==> config.mk <==
export PLATFORM = sky130hd
export DESIGN_NAME = lc3_pipe_ctrl
export DESIGN_NICKNAME = d
export VERILOG_FILES = /design/src/rtl/lc3_pkg.sv /design/src/rtl/lc3_mem_timer.sv /design/src/rtl/lc3_pipe_ctrl.sv
export SDC_FILE = /design/constraint.sdc
export NUM_CORES = 1
export LEC_CHECK = 0
export CAP_MARGIN = 20
export CORE_ASPECT_RATIO = 0.5
export CORE_MARGIN = 3
export CORE_UTILIZATION = 49
export DETAILED_ROUTE_END_ITERATION = 10
export MAX_ROUTING_LAYER = met4
export PLACE_DENSITY_LB_ADDON = 0.2
export SYNTH_ARGS = -nofsm -noshare
export SYNTH_HDL_FRONTEND = slang
export SYNTH_HIERARCHICAL = 1
export SYNTH_SLANG_ARGS = --single-unit
==> constraint.sdc <==
create_clock -name clock -period 6.4 [get_ports clock]
set_clock_uncertainty 0.1 [all_clocks]
set_input_delay 0.96 -clock clock [delete_from_list [all_inputs] [get_ports clock]]
set_output_delay 0.96 -clock clock [all_outputs]
set_load 0.01 [all_outputs]
==> src/rtl/lc3_pkg.sv <==
// Shared definitions for the LC-3 pipeline controller: state encoding, opcodes, memory modes.
// The HALT state exists only when LC3_TRAP_HALT_EN is defined.
package lc3_pkg;

    typedef enum logic [3:0] {
        S_IDLE,
        S_FETCH,
        S_DECODE,
        S_EXEC,
        S_MEM_IND,
        S_MEM,
        S_WB,
        S_UPDPC
`ifdef LC3_TRAP_HALT_EN
        ,
        S_HALT
`endif
    } state_t;

    localparam logic [3:0] OP_BR   = 4'b0000;
    localparam logic [3:0] OP_ADD  = 4'b0001;
    localparam logic [3:0] OP_LD   = 4'b0010;
    localparam logic [3:0] OP_ST   = 4'b0011;
    localparam logic [3:0] OP_AND  = 4'b0101;
    localparam logic [3:0] OP_LDR  = 4'b0110;
    localparam logic [3:0] OP_STR  = 4'b0111;
    localparam logic [3:0] OP_NOT  = 4'b1001;
    localparam logic [3:0] OP_LDI  = 4'b1010;
    localparam logic [3:0] OP_STI  = 4'b1011;
    localparam logic [3:0] OP_JMP  = 4'b1100;
    localparam logic [3:0] OP_LEA  = 4'b1110;
    localparam logic [3:0] OP_TRAP = 4'b1111;

    localparam logic [1:0] MS_READ  = 2'd0;
    localparam logic [1:0] MS_WRITE = 2'd1;
    localparam logic [1:0] MS_IND   = 2'd2;
    localparam logic [1:0] MS_IDLE  = 2'd3;

endpackage

==> src/rtl/lc3_mem_timer.sv <==
// Wait-state counter: counts cycles spent in a memory wait and flags when MEM_TIMEOUT is reached.
// expired rises during the MEM_TIMEOUT-th cycle after the last clear.
module lc3_mem_timer #(
    parameter int MEM_TIMEOUT = 15
) (
    input  logic clock,
    input  logic reset,
    input  logic clear,
    input  logic done,
    output logic expired
);
    import lc3_pkg::*;

    localparam int W = (MEM_TIMEOUT < 2) ? 1 : $clog2(MEM_TIMEOUT + 1);
    localparam logic [W-1:0] LIMIT = W'(MEM_TIMEOUT - 1);

    logic [W-1:0] r_count;

    always_ff @(posedge clock) begin
        if (reset || clear) begin
            r_count <= '0;
        end else if (!done && !expired) begin
            r_count <= r_count + W'(1);
        end
    end

    assign expired = (r_count == LIMIT);

endmodule

==> src/rtl/lc3_pipe_ctrl.sv <==
// Multi-cycle LC-3 control FSM: sequences fetch/decode/execute/memory/writeback/PC-update strobes.
// Define LC3_TRAP_HALT_EN to make TRAP enter a terminal HALT state and add the halted output.
module lc3_pipe_ctrl #(
    parameter int MEM_TIMEOUT = 15
) (
    input  logic        clock,
    input  logic        reset,
    input  logic        imem_done,
    input  logic        dmem_done,
    input  logic [15:0] ir,
    input  logic [2:0]  nzp_in,
    output logic        enable_fetch,
    output logic        enable_decode,
    output logic        enable_execute,
    output logic        enable_writeback,
    output logic        enable_updatepc,
    output logic        br_taken,
    output logic [1:0]  mem_state,
    output logic [15:0] instr_count,
    output logic        mem_err
`ifdef LC3_TRAP_HALT_EN
    ,
    output logic        halted
`endif
);
    import lc3_pkg::*;

    state_t      r_state;
    state_t      w_next;
    logic        r_isStore;
    logic [2:0]  r_nzp;
    logic [15:0] r_instrCount;
    logic        r_memErr;

    logic [3:0]  w_op;
    logic        w_waiting;
    logic        w_done;
    logic        w_expired;
    logic        w_advance;
    logic        w_clear;
    logic        w_unusedIr;

    assign w_op       = ir[15:12];
    assign w_unusedIr = ^ir[8:0];

    assign w_waiting = (r_state == S_FETCH) || (r_state == S_MEM_IND) || (r_state == S_MEM);
    assign w_done    = (r_state == S_FETCH) ? imem_done :
                       ((r_state == S_MEM_IND) || (r_state == S_MEM)) ? dmem_done : 1'b0;
    assign w_advance = w_done || w_expired;
    // Any state change restarts the wait count, so each wait state starts from zero.
    assign w_clear   = (w_next != r_state);

    lc3_mem_timer #(.MEM_TIMEOUT(MEM_TIMEOUT)) u_timer (
        .clock   (clock),
        .reset   (reset),
        .clear   (w_clear),
        .done    (w_done),
        .expired (w_expired)
    );

    always_ff @(posedge clock) begin
        if (reset) begin
            r_state <= S_IDLE;
        end else begin
            r_state <= w_next;
        end
    end

    always_comb begin
        w_next           = r_state;
        enable_fetch     = 1'b0;
        enable_decode    = 1'b0;
        enable_execute   = 1'b0;
        enable_writeback = 1'b0;
        enable_updatepc  = 1'b0;
        br_taken         = 1'b0;
        mem_state        = MS_IDLE;
        case (r_state)
            S_IDLE:   w_next = S_FETCH;
            S_FETCH: begin
                enable_fetch = 1'b1;
                if (w_advance) w_next = S_DECODE;
            end
            S_DECODE: begin
                enable_decode = 1'b1;
                w_next        = S_EXEC;
            end
            S_EXEC: begin
                enable_execute = 1'b1;
                case (w_op)
                    OP_LD, OP_LDR, OP_ST, OP_STR:   w_next = S_MEM;
                    OP_LDI, OP_STI:                 w_next = S_MEM_IND;
                    OP_ADD, OP_AND, OP_NOT, OP_LEA: w_next = S_WB;
`ifdef LC3_TRAP_HALT_EN
                    OP_TRAP:                        w_next = S_HALT;
`else
                    OP_TRAP:                        w_next = S_UPDPC;
`endif
                    default:                        w_next = S_UPDPC;
                endcase
            end
            S_MEM_IND: begin
                mem_state = MS_IND;
                if (w_advance) w_next = S_MEM;
            end
            S_MEM: begin
                mem_state = r_isStore ? MS_WRITE : MS_READ;
                if (w_advance) w_next = r_isStore ? S_UPDPC : S_WB;
            end
            S_WB: begin
                enable_writeback = 1'b1;
                w_next           = S_UPDPC;
            end
            S_UPDPC: begin
                enable_updatepc = 1'b1;
                br_taken        = (w_op == OP_JMP) ||
                                  ((w_op == OP_BR) && ((ir[11:9] & r_nzp) != 3'b000));
                w_next          = S_FETCH;
            end
`ifdef LC3_TRAP_HALT_EN
            S_HALT:   w_next = S_HALT;
`endif
            default:  w_next = S_IDLE;
        endcase
        if (reset) begin
            enable_fetch     = 1'b0;
            enable_decode    = 1'b0;
            enable_execute   = 1'b0;
            enable_writeback = 1'b0;
            enable_updatepc  = 1'b0;
            br_taken         = 1'b0;
            mem_state        = MS_IDLE;
        end
    end

    // Store flag, condition codes, retirement count and the sticky timeout flag.
    always_ff @(posedge clock) begin
        if (reset) begin
            r_isStore    <= 1'b0;
            r_nzp        <= 3'b010;
            r_instrCount <= 16'd0;
            r_memErr     <= 1'b0;
        end else begin
            if (r_state == S_EXEC) begin
                r_isStore <= (w_op == OP_ST) || (w_op == OP_STR) || (w_op == OP_STI);
            end
            if (r_state == S_WB) begin
                r_nzp <= nzp_in;
            end
            if (r_state == S_UPDPC) begin
                r_instrCount <= r_instrCount + 16'd1;
            end
            if (w_waiting && w_expired) begin
                r_memErr <= 1'b1;
            end
        end
    end

    assign instr_count = r_instrCount;
    assign mem_err     = r_memErr;
`ifdef LC3_TRAP_HALT_EN
    assign halted      = (r_state == S_HALT);
`endif

endmodule

* Word-level counts from Yosys, hierarchy flattened
Memory sizes are Yosys's and may differ from the RTL's. Index checks and enable logic that the tools add are counted.
Storage, ports and cells: output and inout bits 25, ROM bits 32, input port bits 23, memories 1, register bits 29, logic and storage cells 62
Memory list:
- (name not given) | depth 16, bits a word 2, read ports 1, clocked after memory_dff 0, wr ports 0, line lc3_pipe_ctrl.sv:90 | case (w_op)
Cells by class: bitwise logic cells 1, add/sub/neg operators 2, reductions and logical operators 17, equal/unequal tests 13, mux-type cells 22
Operators by type and width (count):
- $pmux W4 S7 | 1
- $eq A4 B3 Y1 const B | 5
- $add A16 B1 Y16 const B | 1
- $mux W1 | 16
- $eq A4 B2 Y1 const B | 3
- $eq A4 B4 Y1 const B | 3
- $mux W4 | 3
- $logic_not A4 Y1 | 2
- $logic_or A1 B1 Y1 | 8
- $add A4 B1 Y4 const B | 1
- $eq A4 B1 Y1 const B | 1
- $ne A4 B4 Y1 | 1
- $pmux W2 S2 | 1
- $and A3 B3 Y3 | 1
- $logic_and A1 B1 Y1 | 3
- $reduce_bool A3 Y1 | 1
- $logic_not A1 Y1 | 2
- $mux W2 | 1
- $reduce_or A2 Y1 | 1

* Logic depth before layout (Yosys ltp)
depth in word-level cells 9, gate-level depth with buffers 11, mapped depth without buffers 11

* Modules after synthesis
Netlist, hierarchy kept.
By module, submodules not included:
- lc3_pipe_ctrl | instances 1, cells each 155, seq. area each 500.5 µm², area an instance 1296.2 µm²
- lc3_mem_timer | instances 1, cells each 22, seq. area each 80.1 µm², area an instance 215.2 µm²

* Least setup slack after synthesis
OpenSTA, ideal clock, no wires.
path kind input to output, from input reset, to output br_taken, arrival time 1.779 ns, path buffers 0, path slack 3.561 ns, stages on the path 2, required time 5.340 ns, cells stage by stage nor3_1 > nor4b_1
Between the ends: cells in the longest elaborated chain, start to end 1
RTL lines:
- start: declaration | line lc3_pipe_ctrl.sv:7 | input logic reset,
- $mux W1 | line lc3_pipe_ctrl.sv:125 | if (reset) begin
- end: declaration | line lc3_pipe_ctrl.sv:17 | output logic br_taken,
Every way passes these cells.

* Worst setup path after layout
Ends and elaborated chain as after synthesis.

==> impl_metrics.env <==
export IMPL_routedWlPerCell_um=13.9
export IMPL_leakagePower_nw=0.690
export IMPL_synth_cell_types=45
export IMPL_antenna_found_initial=0
export IMPL_grt_max_degree=36
export IMPL_path_max_fanout=35
export IMPL_cpMostUsedCell="clkdlybuf4s50_1"
export IMPL_final_hold_violation_count=0
export IMPL_cts_max_path_buffers=2
export IMPL_grt_pass1_wl_um=5560
export IMPL_pre_cts_ws_ns=2.58
export IMPL_finalSetupTns_ns=0
export IMPL_synth_nets=203
export IMPL_period_share_pct=59.1
export IMPL_cts_hold_buf=0
export IMPL_rsz0062_at_grt="no"
export IMPL_synth_ff_type="dfxtp_1"
export IMPL_ir_worst_vdd_v=0.000145
export IMPL_coreArea_mm2=0.00277
export IMPL_n_antenna_cell=0
export IMPL_top_usage_layer="met2"
export IMPL_hpwl_um=2450
export IMPL_synthDominantCellAreaShare_pct=38.4
export IMPL_htree_levels=2
export IMPL_slew_headroom_pct=58.6
export IMPL_remaining_drc_errors=0
export IMPL_crit_chain="clkdlybuf4s50_1 -> buf_4 -> nor3_1 -> nor4b_1 -> clkdlybuf4s50_1"
export IMPL_dieArea_mm2=0.00383
export IMPL_fin_ws_ns=2.62
export IMPL_cts_tree="built"
export IMPL_powerDensity_mw_per_mm2=201
export IMPL_synth_area_mm2=0.00151
export IMPL_drtIter0Drc=95
export IMPL_ant_nets=0
export IMPL_synth_largest_area_cell="dfxtp_1"
export IMPL_status="finished clean"
export IMPL_initial_utilization_pct=54.7
export IMPL_finalMaxSlewViolations=0
export IMPL_via_per_inst=5.75
export IMPL_tightest_slew_ns=0.621
export IMPL_synth_seq_area_share_pct=38.4
export IMPL_first_pass_iters=4
export IMPL_cp_arrival_ns=2.72
export IMPL_via_count=1450
export IMPL_gr_usage_met3_pct=6.92
export IMPL_clock_sinks=29
export IMPL_path_clk_slew_ns=0.06
export IMPL_grt_use_met2_pct=31.7
export IMPL_nets=240
export IMPL_clkLatencyLatePin_ns=0.29
export IMPL_gp_congestion=0.774
export IMPL_fp_row_count=13
export IMPL_drive_gt1_share_pct=6.05
export IMPL_critPathLaunchType="primary input"
export IMPL_overflow=0
export IMPL_wirelength_um=3510
export IMPL_critPathMaxStageDelay_ns=0.59
export IMPL_yosys_warnings=6
export IMPL_area_growth_pct=33.8
export IMPL_synth_cells=177
export IMPL_fill_cells=221
export IMPL_grtUsageTotal_pct=19.3
export IMPL_cp_slowest_cell="clkdlybuf4s50_1"
export IMPL_fp_dieH_um=45.3
export IMPL_post_cts_setup_buffer_count=0
export IMPL_grt_pass1_vias=1266
export IMPL_setup_viol=0
export IMPL_die_w_um=84.5
export IMPL_fmax_mhz=264
export IMPL_numCtsBuffers=5
export IMPL_ctsResizeCount=0
export IMPL_io_pin_count=48
export IMPL_async_reset_ff_share_pct=0
export IMPL_max_cap_viol_count=0
export IMPL_crit_type="in2out"
export IMPL_syn_area_per_cell_um2=8.54
export IMPL_ys_top_cells_by_area="dfxtp_1 (38%), nor2_1 (4.7%), nand2_1 (3.5%), xor2_1 (3.5%), a21oi_1 (3.3%)"
export IMPL_root_buffer="clkbuf_8"
export IMPL_port_buffers=38
export IMPL_period_needed_ns=3.78
export IMPL_use_met1_pct=22.4
export IMPL_end_kind="primary output"
export IMPL_cp_required_ns=5.34
export IMPL_synth_edf_count=0
export IMPL_min_path_type="reg2reg"
export IMPL_synth_seq_cells=29
## placed cells by master, fill, tap and decap left out, drive strengths merged, types with 2 or more instances in the layout
master,instances
inv,5
clkdlybuf4s50,38
dfxtp,29
a2111oi,3
mux2i,3
or4,5
a21oi,10
nor3,10
a211oi,2
clkbuf,6
nand4,6
o31ai,4
nand3,3
o21ai,4
nor4,4
nor2b,3
nor2,19
ha,3
nand2b,3
a31oi,2
nand4b,3
xnor2,5
or3,4
nand2,14
and3,4
xor2,6
## worst max-delay path: cells and delay by family
kind	cells	cell delay, ns
buffers and inverters	3	1.24
AND/OR/NAND/NOR	2	0.51
## final timing paths
check / start / endpoint / slack [ns] / depth (start not counted)
worst min-delay path: mem_err$_SDFFE_PP0P_ / mem_err$_SDFFE_PP0P_ / 0.38 / 2
worst max-delay path: reset / br_taken / 2.62 / 5
worst max register to register: r_state[2]$_SDFF_PP0_ / instr_count[15]$_SDFFE_PP0N_ / 4.03 / 4
worst min register to register: mem_err$_SDFFE_PP0P_ / mem_err$_SDFFE_PP0P_ / 0.38 / 2
## stage by stage
| step | hold WS [ns] | area [µm²] | power, mW | cells | utilization [%] |
|---|---|---|---|---|---|
| final | 0.382 | 2020 | 0.407 | 252 | 73.1 |
| after global routing | 0.413 | 2020 | 0.420 | 252 | 73.1 |
| after CTS | 0.386 | 2020 | 0.410 | 252 | 73.1 |
| after detailed placement | 0.376 | 1900 | 0.210 | 244 | 68.8 |
| after global placement | 0.353 | 1900 | 0.210 | 244 | 68.8 |
| after floorplan | 0.342 | 1510 | 0.198 | 177 | - |
## cells in the mapped netlist (2+ instances only)
master	n
mux2i_1	3
nor4_1	4
nand2b_1	3
buf_2	2
nor2_1	19
nor3_1	10
dfxtp_1	29
nand4_1	6
clkbuf_1	6
o31ai_1	4
nand3_1	3
and3_1	4
nand4b_1	2
ha_1	3
xor2_1	6
o21ai_0	4
nor2b_1	3
a21oi_1	10
nand2_1	14
a2111oi_1	2
xnor2_1	5
a211oi_1	2
inv_1	5
or3_1	4
or4_1	4
## per-layer routing
| layer | share of wire (%) | vias to the layer above | routed length, µm |
|---|---|---|---|
| li1 | - | 724 | - |
| met1 | 47 | 688 | 1650 |
| met2 | 47 | 34 | 1630 |
| met3 | 5.6 | 4 | 196 |
| met4 | 0.85 | 0 | 30 |
| met5 | 0 | - | 0 |
## sequential cells by signal, summed over array words and instances (netlist names)
signal	count
instr_count	16
r_state	4
u_timer/r_count	4
r_nzp	3
mem_err	1
r_isStore	1
## logic make-up after synthesis
logic type               count (synthesis)  share of synthesized area (%)
adder cells (fa/ha/maj)                  3                           2.48
XOR/XNOR                                11                           6.37
AO/OA/AOI/OAI                           33                           15.8
other                                    1                          0.248
AND/OR/NAND/NOR                         83                           30.5
flip-flops                              29                           38.4
multiplexers                             3                           1.99
buffers and inverters                   14                           4.14
## power by group
group / switching (mW) / total [mW] / leakage, nW / internal [mW]
Sequential: 0.00297 / 0.184 / 0.234 / 0.181
Clock: 0.0744 / 0.201 / 0.0574 / 0.126
Combinational: 0.00981 / 0.0220 / 0.399 / 0.0122
## area by class of cell
cell class,instances,area (µm²),area share (%)
Inverter,5,18.8,0.928
Clock buffer,6,82.6,4.08
Timing Repair Buffer,39,388,19.2
Multi-Input combinational cell,134,868,42.9
Tap cell,37,46.3,2.29
Sequential cell,29,581,28.7
Clock inverter,2,37.5,1.86
Note: power is estimated with default switching activity, not from simulation.
